### config.mk
export PLATFORM = sky130hd
export DESIGN_NAME = split_assign_driver
export DESIGN_NICKNAME = d
export VERILOG_FILES = /design/src/rtl/split_pkg.sv /design/src/rtl/split_sol_skid.sv /design/src/rtl/split_assign_driver.sv
export SDC_FILE = /design/constraint.sdc
export NUM_CORES = 1
export LEC_CHECK = 0
export CAP_MARGIN = 20
export CORE_MARGIN = 2
export CORE_UTILIZATION = 58
export CTS_CLUSTER_DIAMETER = 150
export CTS_CLUSTER_SIZE = 30
export DETAILED_ROUTE_END_ITERATION = 12
export PLACE_DENSITY = 0.87
export REMOVE_ABC_BUFFERS = 1
export SLEW_MARGIN = 20
export SYNTH_ARGS = -nofsm -noshare
export SYNTH_HDL_FRONTEND = slang
export SYNTH_HIERARCHICAL = 1
export SYNTH_SLANG_ARGS = --single-unit
### constraint.sdc
create_clock -name clk -period 5.3 [get_ports clk]
set_input_delay 0.53 -clock clk [delete_from_list [all_inputs] [get_ports clk]]
set_output_delay 0.53 -clock clk [all_outputs]
set_load 0.02 [all_outputs]
### src/rtl/split_pkg.sv
// Shared types and default widths for the split constraint stimulus driver.
package split_pkg;

  localparam int ASSIGN_W_DEF = 64;
  localparam int TRY_W_DEF    = 16;

  typedef enum logic [2:0] {
    IDLE,
    DRIVE,
    SAMPLE,
    EMIT,
    FIN
  } state_e;

endpackage

### src/rtl/split_sol_skid.sv
// One-entry solution holding register with valid/ready output handshake.
module split_sol_skid #(
  parameter int W = 64
) (
  input  logic         clk,
  input  logic         rst,
  input  logic         load_i,
  input  logic [W-1:0] data_i,
  input  logic         flush_i,
  input  logic         ready_i,
  output logic         valid_o,
  output logic [W-1:0] data_o,
  output logic         hs_o
);

  logic         valid_q;
  logic [W-1:0] data_q;

  assign hs_o    = valid_q && ready_i;
  assign valid_o = valid_q;
  assign data_o  = data_q;

  always_ff @(posedge clk) begin
    if (rst) begin
      valid_q <= 1'b0;
      data_q  <= '0;
    end else if (load_i) begin
      valid_q <= 1'b1;
      data_q  <= data_i;
    end else if (flush_i || hs_o) begin
      valid_q <= 1'b0;
    end
  end

endmodule

### src/rtl/split_assign_driver.sv
// Walks candidate assignments into a split checker and streams out the
// candidates for which the checker result is high.
module split_assign_driver
  import split_pkg::*;
#(
  parameter int ASSIGN_W = ASSIGN_W_DEF,
  parameter int TRY_W    = TRY_W_DEF,
  parameter int SETTLE   = 1
) (
  input  logic                clk,
  input  logic                rst,
  input  logic                start,
  input  logic [ASSIGN_W-1:0] seed,
  input  logic [TRY_W-1:0]    max_tries,
  input  logic                first_only,
  input  logic                abort,
  output logic [ASSIGN_W-1:0] assign_o,
  input  logic                chk_x,
  output logic                sol_valid,
  input  logic                sol_ready,
  output logic [ASSIGN_W-1:0] sol_data,
  output logic                busy,
  output logic                done,
  output logic [TRY_W-1:0]    found_cnt
);

  localparam int SW = (SETTLE > 1) ? $clog2(SETTLE) : 1;
  localparam logic [SW-1:0] SLAST = SW'(SETTLE - 1);

  state_e              state_q;
  logic [ASSIGN_W-1:0] cand_q;
  logic [ASSIGN_W-1:0] assign_q;
  logic [TRY_W-1:0]    tries_q;
  logic [TRY_W-1:0]    max_q;
  logic [TRY_W-1:0]    found_q;
  logic [SW-1:0]       settle_q;
  logic                first_q;

  logic                sol_hs;
  logic                sol_load;
  logic                sol_flush;
  logic                adv;
  logic                last;
  logic [TRY_W-1:0]    tries_nx;
  logic [ASSIGN_W-1:0] cand_nx;

  assign tries_nx = tries_q + TRY_W'(1);
  assign cand_nx  = cand_q + ASSIGN_W'(1);
  assign last     = (tries_nx == max_q);

  assign sol_load  = (state_q == SAMPLE) && chk_x && !abort;
  assign sol_flush = (state_q == EMIT) && abort;

  // Abort wins over advancing; a same-cycle handshake is still counted.
  assign adv = ((state_q == SAMPLE) && !abort && !chk_x) ||
               ((state_q == EMIT) && sol_hs && !abort && !first_q);

  assign assign_o  = assign_q;
  assign found_cnt = found_q;
  assign busy      = (state_q != IDLE);
  assign done      = (state_q == FIN);

  split_sol_skid #(
    .W(ASSIGN_W)
  ) u_skid (
    .clk    (clk),
    .rst    (rst),
    .load_i (sol_load),
    .data_i (cand_q),
    .flush_i(sol_flush),
    .ready_i(sol_ready),
    .valid_o(sol_valid),
    .data_o (sol_data),
    .hs_o   (sol_hs)
  );

  always_ff @(posedge clk) begin
    if (rst) begin
      state_q  <= IDLE;
      cand_q   <= '0;
      assign_q <= '0;
      tries_q  <= '0;
      max_q    <= '0;
      found_q  <= '0;
      settle_q <= '0;
      first_q  <= 1'b0;
    end else begin
      if (sol_hs && (found_q != '1)) begin
        found_q <= found_q + TRY_W'(1);
      end
      unique case (state_q)
        IDLE: begin
          if (start) begin
            cand_q   <= seed;
            tries_q  <= '0;
            found_q  <= '0;
            max_q    <= max_tries;
            first_q  <= first_only;
            settle_q <= '0;
            if (max_tries == '0) begin
              state_q <= FIN;
            end else begin
              assign_q <= seed;
              state_q  <= DRIVE;
            end
          end
        end
        DRIVE: begin
          if (abort) begin
            state_q <= FIN;
          end else if (settle_q == SLAST) begin
            state_q <= SAMPLE;
          end else begin
            settle_q <= settle_q + SW'(1);
          end
        end
        SAMPLE: begin
          if (abort) begin
            state_q <= FIN;
          end else if (chk_x) begin
            state_q <= EMIT;
          end
        end
        EMIT: begin
          if (abort || (sol_hs && first_q)) begin
            state_q <= FIN;
          end
        end
        FIN: state_q <= IDLE;
        default: state_q <= IDLE;
      endcase
      if (adv) begin
        tries_q <= tries_nx;
        if (last) begin
          state_q <= FIN;
        end else begin
          cand_q   <= cand_nx;
          assign_q <= cand_nx;
          settle_q <= '0;
          state_q  <= DRIVE;
        end
      end
    end
  end

endmodule

==> impl_metrics.ini, run 1 <==
[finish]
fin_util_pct = 69.86
syn2layout_area_growth_pct = 19.11
drive_above_1_share_pct = 5.156
layout.cells.non_filler = 1954
num-nets-final = 1758

[worst_setup_path]
worstPathRequired_ns = 5.71
crit_path_top_delay_cell = and3_4
critical-path-max-stage-delay_ns = 0.87
critPathTopFamily = simple AND/OR/NAND/NOR gates
crit_buf_inv = 1
cp-start-kind = flop
arrival_ns = 4.31
setup.worst_path.end_class = flop
critPathKind = flop to flop
cp_max_fo = 78
worstPathCellList = nand3_1 -> nor2_1 -> nand2_1 -> a2111oi_2 -> and3_4 -> buf_4 -> o311ai_0 -> a31oi_1

[routing]
avgViaCountPerCell = 6.444
ant_nets = 0
wl_per_cell_um = 19.64
first_pass_iters = 7
post-route-drc-count = 0
first_iter_violations = 942
vias = 12590
drt_wl_total_um = 38380

[logic_synthesis]
synth.top_cell.area_share_pct = 37.31
synth_ff_type = dfxtp_1
yosysTopAreaCell = dfxtp_1
synthTopCellsByArea = dfxtp_1 37%, mux2i_1 9.6%, nor2_1 4.0%, nand2_1 3.9%, xnor2_1 3.2%
yosysSeqAreaShare_pct = 37.31
syn_area_per_cell_sq_um = 8.576
synth_edf_count = 0
async_reset_ff_share_pct = 0
syn_area_sq_um = 13200
ys_ff_latch = 246
synth.distinct_cells = 75
yosys_warnings = 6
synth_cells = 1539

[placement]
place.gp.congestion = 0.8983
io_buffers = 233
pre_cts_ws_ns = 1.509
hpwl_um = 25350
place_inst = 1939

[clock_tree]
hold_buffers = 0
cts_tree = yes
clk_latency_ns = 0.50
clkSinkCount = 246
path_clk_slew_ns = 0.12
cts_resized = 0
numCtsBuffers = 12
htreeDepth = 1
post_cts_buffers = 0
cts-root-buf = clkbuf_16
cts.path.max_buffers = 3

[sta]
fin_hold_ws_ns = 0.4640
worstMarginPinSlew_ns = 1.119
setup_viol = 0
timing.final.ws_setup_ns = 1.406
max_slew_margin_pct = 25.29
maxSlewViolCount = 0
timing.final.crit_share_pct = 73.48
fin_crit_ns = 3.894
max_freq_ghz = 0.2568
tns_ns = 0
hold_violations = 0
rsz0062_at_grt = false
finClkSkew_ns = 0.04183

[floorplan]
io_pins = 234
dieArea_sq_um = 23980
die_h_um = 154.9
initial_core_util_pct = 58.65
rows = 55
coreArea_sq_um = 22500
dieWidth_um = 154.9

[global_route]
grt_pass1_vias = 11640
grt_max_degree = 108
grtUsageTotal_pct = 30.25
grt-ovfl-total = 0
antenna_found_initial = 1
grt_first_pass_wirelength_um = 60370

[power_and_ir_drop]
ir_drop_v = 0.0001869
power_density_nw_per_um2 = 260.5
p_leak_nw = 5.429

[job]
drv_cap = 0

[min_path]
hp-class = input pin to flop

[run_status]
outcome = completed
## logic make-up after synthesis
group | share of synthesized area, %
muxes | 10.31
buffers and inverters | 5.802
adders and majority gates | 0.2844
xor gates and xnor gates | 6.105
AOI/OAI and AO/OA | 16.90
and+or+nand+nor | 23.28
DFF | 37.31
## placed cells by master (no fill, tap or decap), types with 44 or more instances in the layout
master / netlist / final
a21oi_1: 72 / 72
clkdlybuf4s50_1: 0 / 232
dfxtp_1: 246 / 246
mux2i_1: 127 / 127
nand2_1: 138 / 135
nand3_1: 71 / 70
nor2_1: 142 / 142
nor3_1: 75 / 74
xnor2_1: 48 / 48
xor2_1: 44 / 44
## worst paths after layout
path | depth (start not counted) | startpoint | to | slack, ns
max | 8 | tries_q[4] | cand_q[9] | 1.41
min | 2 | rst | u_skid/data_o[2] | 0.46
max reg2reg | 8 | tries_q[4] | cand_q[9] | 1.41
min reg2reg | 2 | max_q[15] | max_q[15] | 0.48
## synth_stat cells, types with 8 or more instances
library cell / n
or3_1: 10
nor4_1: 30
mux2i_1: 127
nor3_1: 75
buf_2: 22
buf_4: 8
a211oi_1: 30
o211ai_1: 15
dfxtp_1: 246
nand2_1: 138
nand3_1: 71
and3_1: 22
a21oi_1: 72
or4_1: 26
a211oi_2: 21
xor2_1: 44
buf_1: 10
o221ai_1: 13
a21boi_1: 8
nor2b_1: 9
mux2_2: 8
clkbuf_1: 81
and2_1: 15
a31oi_1: 43
nor2_1: 142
a32oi_1: 9
nand4_1: 22
and4_1: 12
inv_1: 15
o21ai_0: 25
o311ai_0: 17
xnor2_1: 48
## worst reg2reg max path, cell delays in order, from the launching register on
cell	delay, ns
dfxtp_1	0.65
nand3_1	0.13
nor2_1	0.41
nand2_1	0.13
a2111oi_2	0.66
and3_4	0.87
buf_4	0.53
o311ai_0	0.20
a31oi_1	0.24
## metal layers
metal / global-route usage (%) / up-vias / share of wire, %
met1: 41.13 / 6006 / 42
met4: 10.01 / 0 / 2.9
li1: - / 5885 / -
met2: 49.57 / 617 / 47
met5: 0 / - / 0
met3: 4.596 / 84 / 8.5
## sequential cells by signal (all words and copies together) (netlist names)
register        cells
cand_q             64
settle_q            1
found_cnt          16
u_skid/data_o      64
first_q             1
tries_q            16
state_q             3
u_skid/valid_o      1
assign_o           64
max_q              16
## through the flow
step | power, mW | instance area [sq um]
3_3_place_gp | 3.024 | 15360
2_1_floorplan | 2.672 | 12490
4_1_cts | 4.099 | 15720
6_report | 4.096 | 15720
5_1_grt | 4.259 | 15720
3_5_place_dp | 3.048 | 15360
## final cells by class
cell class | count | area [sq um]
repair buffers | 249 | 2479
multi-input cells | 1143 | 7543
inverters | 16 | 60.06
diodes | 1 | 2.502
well taps | 285 | 356.6
clock buffers | 13 | 325.3
clock inverters | 1 | 30.03
fillers | 1730 | 6782
flip-flops and latches | 246 | 4925
## power breakdown
group / internal, mW / switching, mW / total [mW] / leakage, nW
Sequential: 1.97 / 0.157 / 2.13 / 2.00
Combinational: 0.407 / 0.487 / 0.894 / 3.25
Clock: 0.455 / 0.617 / 1.07 / 0.172
(Power assumes the default switching activity.)
==> run 2: changes to the inputs <==
Settings changed: CORE_UTILIZATION 58 to 54, PLACE_DENSITY 0.87 to 0.82.
Clock period 5.3 ns to 3.9 ns, I/O delays scaled along.
==> impl_metrics.ini, run 2 (synthesis results as in run 1) <==
[global_route]
grtUsageTotal_pct = 28.46
grt_first_pass_wirelength_um = 60860
grt_max_degree = 222
antenna_found_initial = 1
grt_pass1_vias = 11730
grt-ovfl-total = 0

[clock_tree]
cts.path.max_buffers = 3
cts-root-buf = clkbuf_16
hold_buffers = 0
numCtsBuffers = 12
htreeDepth = 1
path_clk_slew_ns = 0.12
clkSinkCount = 246
cts_tree = yes
clk_latency_ns = 0.49
post_cts_buffers = 0
cts_resized = 0

[placement]
io_buffers = 233
hpwl_um = 25810
place.gp.congestion = 0.9052
pre_cts_ws_ns = 0.5820
post_dp_cell_area_sq_um = 15610

[power_and_ir_drop]
ir_drop_v = 0.0002437
sw_frac_of_total_pct = 30.77
p_switching_mw = 1.723
pwr-share-comb_pct = 22.2
seqPwrFrac_pct = 51.7
power_density_nw_per_um2 = 350.8
pwr-share-clk_pct = 26.1
p_leak_nw = 5.531
power.internal_mw = 3.876

[job]
drv_cap = 0

[sta]
hold_violations = 0
rsz0062_at_grt = false
maxSlewViolCount = 0
timing.final.crit_share_pct = 86.44
max_freq_ghz = 0.2966
max_slew_margin_pct = 28.47
finClkSkew_ns = 0.03021
setup_viol = 0
timing.final.ws_setup_ns = 0.5287
worstMarginPinSlew_ns = 1.073
fin_crit_ns = 3.371

[worst_setup_path]
worstPathRequired_ns = 4.31
crit_path_top_delay_cell = and3_4
crit_buf_inv = 1
critPathTopFamily = simple AND/OR/NAND/NOR gates
critPathKind = flop to flop
worstPathCellList = ha_1 -> and3_2 -> nand3_2 -> or4_4 -> a311oi_2 -> and3_4 -> buf_4 -> o21ai_1 -> a221o_1
arrival_ns = 3.78
cp-start-kind = flop
setup.worst_path.end_class = flop
critical-path-max-stage-delay_ns = 0.50
cp_max_fo = 28
cp_num_cells = 9
ff2ff_path_depth = 9

[floorplan]
die_h_um = 160.3
dieWidth_um = 160.3
io_pins = 234
initial_core_util_pct = 54.59
coreArea_sq_um = 24180
dieArea_sq_um = 25710
rows = 57

[routing]
avgViaCountPerCell = 6.206
vias = 12450
ant_nets = 0
first_iter_violations = 962
post-route-drc-count = 0
wl_per_cell_um = 19.00
drt_wl_total_um = 38120
first_pass_iters = 5

[finish]
layout_commonest_cell = dfxtp_1
final_cell_mix = 246 x dfxtp_1, 232 x clkdlybuf4s50_1, 142 x nor2_1
num-nets-final = 1772
antenna_cells = 0
fin_util_pct = 66.01
syn2layout_area_growth_pct = 20.92
fin_area_sq_um = 15960
drive_above_1_share_pct = 5.945

[min_path]
min_path_cells = 3
hp-class = input pin to flop

[run_status]
outcome = completed
-- run 2: cell count changes in the layout (fill, tap and decap cells not counted), sizes merged --
cell and delta:
diode -1, buf +14
-- run 2: layout make-up --
| class | count | area, sq um |
|---|---|---|
| multi-input combinational | 1143 | 7543 |
| inverter | 16 | 60.06 |
| sequential | 246 | 4925 |
| clock buffer | 13 | 325.3 |
| tap | 324 | 405.4 |
| fill | 1929 | 8217 |
| clock inverter | 1 | 30.03 |
| timing repair buffer | 263 | 2671 |
-- run 2: final timing paths --
| kind | from | to | slack [ns] |
|---|---|---|---|
| worst max-delay path | tries_q[0] | cand_q[40] | 0.53 |
| worst min-delay path | max_tries[6] | max_q[6] | 0.47 |
| worst max register to register | tries_q[0] | cand_q[40] | 0.53 |
| worst min register to register | max_q[15] | max_q[15] | 0.48 |
-- run 2: power by group through the flow --
| stage | clock (mW) | sequential [mW] | combinational, mW |
|---|---|---|---|
| final | 1.46 | 2.89 | 1.24 |
| after global routing | 1.58 | 2.92 | 1.33 |
| after CTS | 1.48 | 2.89 | 1.24 |
| after detailed placement | 0 | 2.94 | 1.23 |
| after global placement | 0 | 2.94 | 1.21 |
| after floorplan | 0 | 2.97 | 0.658 |
-- run 2: through the flow --
| step | hold WS (ns) | TNS, ns | instances | total power [mW] |
|---|---|---|---|---|
| after floorplan | 0.4420 | -632.24 | 1405 | 3.631 |
| after global placement | 0.4612 | 0 | 1992 | 4.146 |
| after detailed placement | 0.4674 | 0 | 1992 | 4.173 |
| after CTS | 0.4600 | 0 | 2006 | 5.607 |
| after global routing | 0.4620 | 0 | 2006 | 5.834 |
| final | 0.4702 | 0 | 2006 | 5.599 |
-- run 2: worst register-to-register path, stage by stage, from the launching register on --
cell,delay [ns]
dfxtp_1,0.48
ha_1,0.31
and3_2,0.27
nand3_2,0.11
or4_4,0.45
a311oi_2,0.41
and3_4,0.50
buf_4,0.31
o21ai_1,0.10
a221o_1,0.35
-- run 2: layer usage --
metal | routed length, um | GRT usage, %
met1 | 16140 | 38.13
met2 | 17570 | 46.16
met3 | 3280 | 5.527
met4 | 1120 | 9.746
met5 | 13 | 0
==> run 3: changes to the inputs <==
Settings changed: PLACE_DENSITY 0.82 to 0.79.
==> impl_metrics.ini, run 3 (synthesis results as in run 1) <==
[clock_tree]
numCtsBuffers = 12
cts-root-buf = clkbuf_16
cts.path.max_buffers = 3
clk_latency_ns = 0.50
post_cts_buffers = 0
cts_tree = yes
cts_resized = 0
path_clk_slew_ns = 0.11
htreeDepth = 1
hold_buffers = 0
clkSinkCount = 246

[power_and_ir_drop]
p_switching_mw = 1.725
pwr-share-clk_pct = 26.1
ir_drop_v = 0.0002388
pwr-share-comb_pct = 22.0
p_leak_nw = 5.499
seqPwrFrac_pct = 51.8
sw_frac_of_total_pct = 30.86
power.internal_mw = 3.865
power_density_nw_per_um2 = 351.6

[global_route]
grt_pass1_vias = 11760
grt_max_degree = 173
grt-ovfl-total = 0
grt_first_pass_wirelength_um = 61350
antenna_found_initial = 3
grtUsageTotal_pct = 28.63

[placement]
place_inst = 1990
hpwl_um = 26110
place.gp.congestion = 0.9427
io_buffers = 233

[floorplan]
dieArea_sq_um = 25710
dieWidth_um = 160.3
coreArea_sq_um = 24180
rows = 57
io_pins = 234
initial_core_util_pct = 54.59
die_h_um = 160.3

[worst_setup_path]
critical-path-max-stage-delay_ns = 0.50
cp_max_fo = 32
worstPathCellList = ha_1 -> and3_2 -> nand3_2 -> or4_4 -> a311oi_2 -> and3_4 -> buf_4 -> o21ai_1 -> a221o_1
setup.worst_path.end_class = flop
critPathKind = flop to flop
worstPathRequired_ns = 4.29
arrival_ns = 3.80
cp-start-kind = flop
crit_path_top_delay_cell = and3_4

[finish]
num-nets-final = 1770
final_cell_mix = 246 x dfxtp_1, 232 x clkdlybuf4s50_1, 141 x nor2_1
drive_above_1_share_pct = 5.893
syn2layout_area_growth_pct = 20.47
fin_util_pct = 65.77
layout_commonest_cell = dfxtp_1
layout.cells.non_filler = 2005

[routing]
vias = 12410
drt_wl_total_um = 38560
wl_per_cell_um = 19.23
first_iter_violations = 992
ant_nets = 0
post-route-drc-count = 0
avgViaCountPerCell = 6.192
first_pass_iters = 8

[job]
drv_cap = 0

[sta]
timing.final.crit_share_pct = 87.44
rsz0062_at_grt = false
max_freq_ghz = 0.2932
fin_crit_ns = 3.410
setup_viol = 0
maxSlewViolCount = 0
hold_violations = 0
worstMarginPinSlew_ns = 0.9003
finClkSkew_ns = 0.03232
max_slew_margin_pct = 39.43
tns_ns = 0

[min_path]
hp-class = input pin to flop

[run_status]
outcome = completed
-- run 3: per-stage QoR --
step | area [sq um] | hold WS, ns | power (mW) | worst slack [ns]
after floorplan | 12490 | 0.4420 | 3.631 | -3.774
after global placement | 15540 | 0.4606 | 4.132 | 0.5679
after detailed placement | 15540 | 0.4621 | 4.163 | 0.5583
after CTS | 15900 | 0.2624 | 5.590 | 0.5217
after global routing | 15900 | 0.2716 | 5.806 | 0.3163
final | 15900 | 0.2664 | 5.591 | 0.4897
-- run 3: final cells by class --
cell class                 instances  area [sq um]
antenna                            1         2.502
tap                              324         405.4
inverter                          16         60.06
clock buffer                      13         325.3
timing repair buffer             261          2606
sequential                       246          4925
fill                            1975          8277
clock inverter                     1         30.03
multi-input combinational       1143          7546
-- run 3: path summary, 6_finish.rpt --
path	from	to	slack, ns	cells past startpoint
max	tries_q[0]	cand_q[29]	0.49	9
min	rst	u_skid/data_o[0]	0.27	2
max reg2reg	tries_q[0]	cand_q[29]	0.49	9
min reg2reg	max_q[5]	max_q[5]	0.48	2
-- run 3: power groups by stage --
stage | Combinational (mW) | Sequential [mW] | Clock, mW
3_3_place_gp | 1.19 | 2.94 | 0
2_1_floorplan | 0.658 | 2.97 | 0
4_1_cts | 1.22 | 2.89 | 1.48
5_1_grt | 1.32 | 2.93 | 1.56
3_5_place_dp | 1.22 | 2.95 | 0
6_report | 1.23 | 2.90 | 1.46
-- run 3: routing by layer --
metal	part of all wire, %	wire [um]	track usage [%]	vias up
met4	2.9	1117	10.89	4
met1	43	16580	38.01	5905
met2	46	17720	46.08	512
li1	-	-	-	5911
met5	0.065	25	0	-
met3	8.1	3108	5.914	82
-- run 3: worst max-delay path: cells and delay by family (launching register included) --
family	cells	cell delay, ns
adder cells (fa/ha/maj)	1	0.32
AO/OA/AOI/OAI	3	0.87
flip-flops	1	0.47
AND/OR/NAND/NOR	4	1.33
buffers and inverters	1	0.31
